--- config.mk ---
export PLATFORM = sky130hd
export DESIGN_NAME = fir_sym_tdm
export DESIGN_NICKNAME = d
export VERILOG_FILES = /design/src/rtl/fir_pkg.sv /design/src/rtl/fir_coef_bank.sv /design/src/rtl/fir_sym_tdm.sv
export SDC_FILE = /design/constraint.sdc
export NUM_CORES = 2
export LEC_CHECK = 0
export BUFFER_PORTS_ARGS = -buffer_cell sky130_fd_sc_hd__buf_2
export CORE_MARGIN = 3
export CORE_UTILIZATION = 64
export DETAILED_ROUTE_END_ITERATION = 6
export HOLD_SLACK_MARGIN = 0.1
export MAX_ROUTING_LAYER = met4
export PLACE_DENSITY_LB_ADDON = 0.1
export SLEW_MARGIN = 20
export SYNTH_ARGS = -nofsm -noshare
export SYNTH_HDL_FRONTEND = slang
export SYNTH_SLANG_ARGS = --single-unit
--- constraint.sdc ---
create_clock -name clk -period 10.7 [get_ports clk]
set_input_delay 2.14 -clock clk [delete_from_list [all_inputs] [get_ports clk]]
set_output_delay 2.14 -clock clk [all_outputs]
set_load 0.05 [all_outputs]
--- src/rtl/fir_pkg.sv ---
`default_nettype none
// ============================================================================
//  Module      : fir_pkg
//  Description : Shared types and helpers for the time-multiplexed symmetric
//                FIR filter: FSM state type, accumulator width calculation,
//                and round-half-up / saturate helpers.
//  Revision    : 1.0 - initial release
// ============================================================================
package fir_pkg;

    // The round/saturate helpers work on a 64-bit signed container. Every
    // accumulator must fit in it with headroom for the rounding constant.
    localparam int c_WIDE_W = 64;

    typedef enum logic [1:0] {
        IDLE  = 2'd0,
        MAC   = 2'd1,
        ROUND = 2'd2,
        OUT   = 2'd3
    } state_t;

    // Pair sum (+1 bit) times coefficient, plus growth over NTAPS/2 terms.
    function automatic int acc_width(input int data_w, input int coef_w,
                                     input int ntaps);
        return data_w + coef_w + 1 + $clog2(ntaps / 2);
    endfunction

    // Adds half an LSB of the result and shifts arithmetically: ties go up.
    function automatic logic signed [c_WIDE_W-1:0] round_half_up(
        input logic signed [c_WIDE_W-1:0] acc, input int frac);
        return (acc + (64'sd1 <<< (frac - 1))) >>> frac;
    endfunction

    function automatic logic signed [c_WIDE_W-1:0] round_sat_value(
        input logic signed [c_WIDE_W-1:0] acc, input int frac, input int out_w);
        logic signed [c_WIDE_W-1:0] r;
        logic signed [c_WIDE_W-1:0] hi;
        logic signed [c_WIDE_W-1:0] lo;
        r  = round_half_up(acc, frac);
        hi = (64'sd1 <<< (out_w - 1)) - 64'sd1;
        lo = -(64'sd1 <<< (out_w - 1));
        if (r > hi) begin
            return hi;
        end
        if (r < lo) begin
            return lo;
        end
        return r;
    endfunction

    function automatic logic round_sat_flag(
        input logic signed [c_WIDE_W-1:0] acc, input int frac, input int out_w);
        logic signed [c_WIDE_W-1:0] r;
        logic signed [c_WIDE_W-1:0] hi;
        logic signed [c_WIDE_W-1:0] lo;
        r  = round_half_up(acc, frac);
        hi = (64'sd1 <<< (out_w - 1)) - 64'sd1;
        lo = -(64'sd1 <<< (out_w - 1));
        return (r > hi) || (r < lo);
    endfunction

endpackage
`default_nettype wire

--- src/rtl/fir_coef_bank.sv ---
`default_nettype none
// ============================================================================
//  Module      : fir_coef_bank
//  Description : DEPTH x COEF_W coefficient register file. Cleared by
//                synchronous reset, one write port, one combinational read.
//  Ports       : clk, reset_n       - clock, synchronous active-low reset
//                i_we/i_waddr/i_wdata - write strobe, index, value
//                i_raddr / o_rdata  - combinational read
//  Revision    : 1.0 - initial release
// ============================================================================
module fir_coef_bank #(
    parameter int COEF_W = 16,
    parameter int DEPTH  = 16,
    parameter int ADDR_W = 4
) (
    input  logic                     clk,
    input  logic                     reset_n,
    input  logic                     i_we,
    input  logic [ADDR_W-1:0]        i_waddr,
    input  logic signed [COEF_W-1:0] i_wdata,
    input  logic [ADDR_W-1:0]        i_raddr,
    output logic signed [COEF_W-1:0] o_rdata
);

    logic signed [COEF_W-1:0] r_mem [DEPTH];

    always_ff @(posedge clk) begin
        if (!reset_n) begin
            for (int i = 0; i < DEPTH; i++) begin
                r_mem[i] <= '0;
            end
        end else if (i_we) begin
            r_mem[i_waddr] <= i_wdata;
        end
    end

    assign o_rdata = r_mem[i_raddr];

endmodule
`default_nettype wire

--- src/rtl/fir_sym_tdm.sv ---
`default_nettype none
// ============================================================================
//  Module      : fir_sym_tdm
//  Description : Time-multiplexed symmetric FIR. One multiplier folds the
//                mirrored taps (x[k] + x[NTAPS-1-k]) * h[k] over NTAPS/2
//                cycles, then rounds half-up, saturates and presents the
//                result on a valid/ready output.
//  Ports       : clk, reset_n                 - clock, sync active-low reset
//                in_valid/in_ready/in_data    - sample input handshake
//                out_valid/out_ready/out_data - filtered output handshake
//                out_sat                      - output was clipped
//                coef_we/coef_addr/coef_wdata - coefficient write (IDLE only)
//                coef_err                     - one-cycle rejected-write pulse
//                flush                        - clear delay line (IDLE only)
//  Revision    : 1.0 - initial release
// ============================================================================
module fir_sym_tdm
    import fir_pkg::*;
#(
    parameter int DATA_W = 16,
    parameter int COEF_W = 16,
    parameter int NTAPS  = 32,
    parameter int FRAC   = 15
) (
    input  logic                          clk,
    input  logic                          reset_n,
    input  logic                          in_valid,
    output logic                          in_ready,
    input  logic signed [DATA_W-1:0]      in_data,
    output logic                          out_valid,
    input  logic                          out_ready,
    output logic signed [DATA_W-1:0]      out_data,
    output logic                          out_sat,
    input  logic                          coef_we,
    input  logic [$clog2(NTAPS/2)-1:0]    coef_addr,
    input  logic signed [COEF_W-1:0]      coef_wdata,
    output logic                          coef_err,
    input  logic                          flush
);

    localparam int c_HALF   = NTAPS / 2;
    localparam int c_K_W    = $clog2(c_HALF);
    localparam int c_X_W    = c_K_W + 1;
    localparam int c_SUM_W  = DATA_W + 1;
    localparam int c_PROD_W = DATA_W + COEF_W + 1;
    localparam int c_ACC_W  = acc_width(DATA_W, COEF_W, NTAPS);

    state_t                    r_state;
    logic signed [DATA_W-1:0]  r_x [NTAPS];
    logic [c_K_W-1:0]          r_k;
    logic signed [c_ACC_W-1:0] r_acc;
    logic                      r_out_valid;
    logic signed [DATA_W-1:0]  r_out_data;
    logic                      r_out_sat;
    logic                      r_coef_err;

    // A coefficient write that lands in the same cycle as a sample accept is
    // parked here so the in-flight sample still sees the old value; it is
    // committed as the FSM returns to IDLE.
    logic                      r_pend_we;
    logic [c_K_W-1:0]          r_pend_addr;
    logic signed [COEF_W-1:0]  r_pend_data;

    logic                      w_idle;
    logic                      w_accept;
    logic                      w_coef_ok;
    logic                      w_out_fire;
    logic                      w_bank_we;
    logic [c_K_W-1:0]          w_bank_addr;
    logic signed [COEF_W-1:0]  w_bank_data;
    logic signed [COEF_W-1:0]  w_coef;
    logic [c_X_W-1:0]          w_idx_lo;
    logic [c_X_W-1:0]          w_idx_hi;
    logic signed [DATA_W-1:0]  w_x_lo;
    logic signed [DATA_W-1:0]  w_x_hi;
    logic signed [c_SUM_W-1:0] w_pair;
    logic signed [c_PROD_W-1:0] w_pair_ext;
    logic signed [c_PROD_W-1:0] w_coef_ext;
    logic signed [c_PROD_W-1:0] w_prod;
    logic signed [c_ACC_W-1:0] w_prod_acc;

    assign w_idle     = (r_state == IDLE);
    assign in_ready   = w_idle && !flush;
    assign w_accept   = in_ready && in_valid;
    assign w_coef_ok  = coef_we && w_idle && ({1'b0, coef_addr} < c_X_W'(c_HALF));
    assign w_out_fire = (r_state == OUT) && out_ready;

    assign w_bank_we   = (w_coef_ok && !w_accept) || (r_pend_we && w_out_fire);
    assign w_bank_addr = w_idle ? coef_addr  : r_pend_addr;
    assign w_bank_data = w_idle ? coef_wdata : r_pend_data;

    fir_coef_bank #(
        .COEF_W (COEF_W),
        .DEPTH  (c_HALF),
        .ADDR_W (c_K_W)
    ) u_coef_bank (
        .clk     (clk),
        .reset_n (reset_n),
        .i_we    (w_bank_we),
        .i_waddr (w_bank_addr),
        .i_wdata (w_bank_data),
        .i_raddr (r_k),
        .o_rdata (w_coef)
    );

    // Symmetric fold: tap k and its mirror share one coefficient.
    assign w_idx_lo = {1'b0, r_k};
    assign w_idx_hi = c_X_W'(NTAPS - 1) - w_idx_lo;
    assign w_x_lo   = r_x[w_idx_lo];
    assign w_x_hi   = r_x[w_idx_hi];
    assign w_pair   = $signed({w_x_lo[DATA_W-1], w_x_lo}) + $signed({w_x_hi[DATA_W-1], w_x_hi});

    // Operands are widened to the full product width so the multiply is exact.
    assign w_pair_ext = $signed({{(c_PROD_W-c_SUM_W){w_pair[c_SUM_W-1]}}, w_pair});
    assign w_coef_ext = $signed({{(c_PROD_W-COEF_W){w_coef[COEF_W-1]}}, w_coef});
    assign w_prod     = w_pair_ext * w_coef_ext;
    assign w_prod_acc = $signed({{(c_ACC_W-c_PROD_W){w_prod[c_PROD_W-1]}}, w_prod});

    always_ff @(posedge clk) begin
        if (!reset_n) begin
            r_state     <= IDLE;
            for (int i = 0; i < NTAPS; i++) begin
                r_x[i] <= '0;
            end
            r_k         <= '0;
            r_acc       <= '0;
            r_out_valid <= 1'b0;
            r_out_data  <= '0;
            r_out_sat   <= 1'b0;
            r_coef_err  <= 1'b0;
            r_pend_we   <= 1'b0;
            r_pend_addr <= '0;
            r_pend_data <= '0;
        end else begin
            r_coef_err <= coef_we && !w_coef_ok;
            case (r_state)
                IDLE: begin
                    if (flush) begin
                        for (int i = 0; i < NTAPS; i++) begin
                            r_x[i] <= '0;
                        end
                    end else if (in_valid) begin
                        r_x[0] <= in_data;
                        for (int i = 1; i < NTAPS; i++) begin
                            r_x[i] <= r_x[i-1];
                        end
                        r_acc   <= '0;
                        r_k     <= '0;
                        r_state <= MAC;
                        if (w_coef_ok) begin
                            r_pend_we   <= 1'b1;
                            r_pend_addr <= coef_addr;
                            r_pend_data <= coef_wdata;
                        end
                    end
                end
                MAC: begin
                    r_acc <= r_acc + w_prod_acc;
                    r_k   <= r_k + c_K_W'(1);
                    if (r_k == c_K_W'(c_HALF - 1)) begin
                        r_state <= ROUND;
                    end
                end
                ROUND: begin
                    r_out_data  <= DATA_W'(round_sat_value(64'(r_acc), FRAC, DATA_W));
                    r_out_sat   <= round_sat_flag(64'(r_acc), FRAC, DATA_W);
                    r_out_valid <= 1'b1;
                    r_state     <= OUT;
                end
                OUT: begin
                    if (out_ready) begin
                        r_out_valid <= 1'b0;
                        r_pend_we   <= 1'b0;
                        r_state     <= IDLE;
                    end
                end
                default: r_state <= IDLE;
            endcase
        end
    end

    assign out_valid = r_out_valid;
    assign out_data  = r_out_data;
    assign out_sat   = r_out_sat;
    assign coef_err  = r_coef_err;

endmodule
`default_nettype wire
==> results.toml <==
[floorplan]
floorplan.io_pins = 62
floorplan.initialDensity = 0.648
die_h_um = 286
floorplan.core_area_um2 = 77600
rows = 102
floorplan.die_area_um2 = 82000
die_w_um = 286

[synth]
netlist_instances = 3929
yosysWarnings = 0
synth_area_per_inst_um2 = 12.8
synth.yosys.seq_area_share = 0.490
postSynth.asyncResetShare = 0
cell_type_with_the_highest_aggregate_area_in_the_netlist = "sky130_fd_sc_hd__edfxtp_1"
synth-seq-cells = 855
synth_cell_type_count = 65
yosys_most_used_dff = "sky130_fd_sc_hd__edfxtp_1"
syn_area_um2 = 50300
mappedNetlistNets = 4432
synth_edf_count = 752
synth.top_cells.by_area = "sky130_fd_sc_hd__edfxtp_1, sky130_fd_sc_hd__fa_1, sky130_fd_sc_hd__mux4_2"
synth_top_cell_area_share = 0.449

[hold_path]
holdCritPathClass = "register to register"
endpoint_of_the_worst_hold_timing_path = "r_pend_data[11]"
worst_hold_path.num_cells = 2
worst_hold_startpoint = "r_pend_data[11]"

[sta]
max_slew.worst_pin.slew_ns = 1.13
setup_viol = 0
min_period_ns = 10.14
final.setup.tns_ns = 0
share_of_the_clock_period_used_by_the_worst_path_after_layout = 0.947
timing.final.max_slew_violations = 0
timing.clock.skew_ns = 0.0442
final_hold_viol_count = 0
relSlewSlack = 0.244
timing.fmax_ghz = 0.0986

[placement]
gpl.final_weighted_congestion = 0.958
detailedPlacementHpwl_um = 75800
portBuffers = 61

[detailed_routing]
drt_iter0_markers = 3800
routed-via-count = 31300
route.detailed.vias_per_inst = 6.26
drt_drc_violations_left = 0
drt_wirelength_um = 115000
routed_wire_length_per_instance_um = 23.0
detail-route-antenna-nets = 0
drt_first_pass_iters = 5

[critical_path]
worst-endpoint-arrival_ns = 10.69
worstSetupStartpointType = "register"
cpMostUsedCell = "sky130_fd_sc_hd__fa_1"
cpLargestDelayFamily = "adder cells"
slowest_delay_ns = 0.71
criticalPathCategory = "register to register"
cp_max_fo = 18
required_ns = 11.26
reg2regPathDepth = 31
setup.reg_to_reg.worst_slack_ns = 0.56
r2r-end = "r_acc[30]"
critical_path_buf_inv_count = 5
timing.critical_path.slowest_stage_cell = "sky130_fd_sc_hd__fa_1"
cp-end-kind = "register"

[global_routing]
antenna_found_initial = 0
grt_first_pass_wirelength_um = 183000
maximum_number_of_pins_on_one_net_before_global_route_repair = 278
gr-total-overflow = 0
grt_pass1_vias = 32100
groute.usage.overall = 0.297

[clocking]
cts-root-to-sink-buffers = 3
clock_tree_from_tritoncts = "done"
numCtsBuffers = 90
worst_skew_late_latency_ns = 0.65
clock-root-buffer = "sky130_fd_sc_hd__clkbuf_16"
htreeDepth = 3
worst_setup_hold_path_clk_slew_ns = 0.06
holdBufCountCts = 0
clock-sinks = 855

[finish]
area_growth_pct = 8.48
nNetsFinal = 4396
antennaDiodeCount = 0
layout.filler_cells = 5306
multiInputGateArea_um2 = 23100
fraction_of_layout_cells_with_a_size_suffix_above_1 = 0.137
regArea_um2 = 24700

[run]
max_cap_viols = 0

[status]
outcome = "finished, final reports clean"
## area by class of cell
cell class              count  share of cell area
multi-input cells        2392               0.423
flip-flops and latches    855               0.452
well taps                1040              0.0239
clock buffers             115              0.0447
inverters                 415              0.0286
repair buffers            139              0.0183
clock inverters            50             0.00901
## per-layer routing
layer,GRT usage,share of wire,vias to the layer above
li1,-,-,13700
met1,0.434,0.42,16000
met4,0.0743,0.023,0
met2,0.446,0.47,1344
met5,-,0,-
met3,0.0467,0.081,212
## cells in the mapped netlist (2+ instances only)
master                     instances
sky130_fd_sc_hd__nor3_1            8
sky130_fd_sc_hd__a22oi_1          38
sky130_fd_sc_hd__a21o_1           17
sky130_fd_sc_hd__o21ai_0          40
sky130_fd_sc_hd__nand4_1           6
sky130_fd_sc_hd__nand2b_1         13
sky130_fd_sc_hd__dfxtp_1         103
sky130_fd_sc_hd__fa_1            331
sky130_fd_sc_hd__a21oi_1          60
sky130_fd_sc_hd__nor4_1            3
sky130_fd_sc_hd__nand3b_1          5
sky130_fd_sc_hd__o21ai_1          18
sky130_fd_sc_hd__mux2_2            4
sky130_fd_sc_hd__mux2i_1          26
sky130_fd_sc_hd__edfxtp_1        752
sky130_fd_sc_hd__inv_1           415
sky130_fd_sc_hd__o31ai_1           5
sky130_fd_sc_hd__a211o_1           5
sky130_fd_sc_hd__buf_6             4
sky130_fd_sc_hd__o21bai_1          8
sky130_fd_sc_hd__nor2_1          322
sky130_fd_sc_hd__a22o_1            2
sky130_fd_sc_hd__a21boi_0         28
sky130_fd_sc_hd__nor3b_1           7
sky130_fd_sc_hd__xnor2_1          37
sky130_fd_sc_hd__and4_1            4
sky130_fd_sc_hd__a32oi_1           2
sky130_fd_sc_hd__a221oi_1          3
sky130_fd_sc_hd__mux4_2          236
sky130_fd_sc_hd__nor2b_1          62
sky130_fd_sc_hd__xor2_1           31
sky130_fd_sc_hd__clkbuf_1        232
sky130_fd_sc_hd__and2_1           86
sky130_fd_sc_hd__nand3_1          26
sky130_fd_sc_hd__a211oi_1          4
sky130_fd_sc_hd__a31oi_1          13
sky130_fd_sc_hd__o21a_1            6
sky130_fd_sc_hd__and3_4            2
sky130_fd_sc_hd__nand2_1         274
sky130_fd_sc_hd__or3_1             6
sky130_fd_sc_hd__buf_2            19
sky130_fd_sc_hd__o211ai_1          3
sky130_fd_sc_hd__buf_1            11
sky130_fd_sc_hd__and3_1          502
sky130_fd_sc_hd__ha_1            130
## registers in the layout, summed over array words and instances, names as in the netlist, named ones only
signal,count
r_x,512
u_coef_bank.r_mem,256
r_acc,37
out_data,16
r_pend_data,16
r_k,4
r_pend_addr,4
r_state,2
coef_err,1
out_sat,1
out_valid,1
r_pend_we,1
## how the worst max path moves through the flow
stage | startpoint | endpoint | slack (ns) | cells after the start
final | register | r_acc[30] | 0.56 | 31
after global routing | register | r_acc[30] | -0.001 | 31
after CTS | r_k[0] | r_acc[33] | 0.38 | 29
after detailed placement | r_k[0] | r_acc[33] | 0.38 | 29
after global placement | register | r_acc[30] | 0.64 | 31
after floorplan | register | r_acc[35] | 0.92 | 34
## stage by stage
stage / setup WS, ns / instance area [um^2] / instances / hold WS, ns / utilization
after floorplan: 0.917 / 50300 / 3929 / 0.443 / -
after global routing: -0.00114 / 54600 / 5006 / 0.490 / 0.703
after detailed placement: 0.376 / 51500 / 4838 / 0.456 / 0.664
after CTS: 0.384 / 54500 / 5003 / 0.466 / 0.702
after global placement: 0.640 / 51500 / 4838 / 0.450 / 0.664
final: 0.563 / 54600 / 5006 / 0.462 / 0.703
## cells in the final DEF (no fill, tap or decap), drive strengths merged, types with 17 or more instances in the layout
| master | n |
|---|---|
| a21boi | 28 |
| edfxtp | 752 |
| nor2 | 322 |
| nor2b | 62 |
| o21ai | 59 |
| dfxtp | 103 |
| clkinv | 35 |
| ha | 130 |
| a21o | 17 |
| xnor2 | 37 |
| and3 | 504 |
| xor2 | 31 |
| mux4 | 236 |
| nand3 | 27 |
| clkbuf | 115 |
| fa | 331 |
| inv | 420 |
| a21oi | 60 |
| and2 | 87 |
| nand2 | 274 |
| buf | 139 |
| mux2i | 26 |
| a22oi | 38 |
## logic make-up (layout without fill, tap and decap cells)
| group | after synthesis | in the layout | share of synthesized area |
|---|---|---|---|
| AO/OA/AOI/OAI | 262 | 262 | 0.0336 |
| XOR/XNOR | 68 | 68 | 0.0118 |
| adder cells (fa/ha/maj) | 461 | 461 | 0.164 |
| buffers and inverters | 682 | 719 | 0.0520 |
| flip-flops | 855 | 855 | 0.490 |
| multiplexers | 267 | 267 | 0.112 |
| AND/OR/NAND/NOR | 1334 | 1334 | 0.136 |
## worst register-to-register path: cells and delay by family (launching register included)
family / cells / cell delay (ns)
compound gates: 11 / 2.90
xor+xnor: 1 / 0.15
fa+ha+maj: 9 / 4.35
buf+inv: 5 / 0.33
flops: 1 / 0.61
mux: 2 / 1.16
simple gates: 3 / 0.57
## what timing repair did
| action | in CTS | in global routing |
|---|---|---|
| setup buffers | 0 | 3 |
| hold endpoints to repair | 0 | 0 |
| endpoints found under the setup margin | 0 | 7 |
| resized for setup | 0 | 1 |
Power is left out: the tool's default activity adds up to more than one toggle a clock period on the data nets, which glitch-free logic cannot reach.
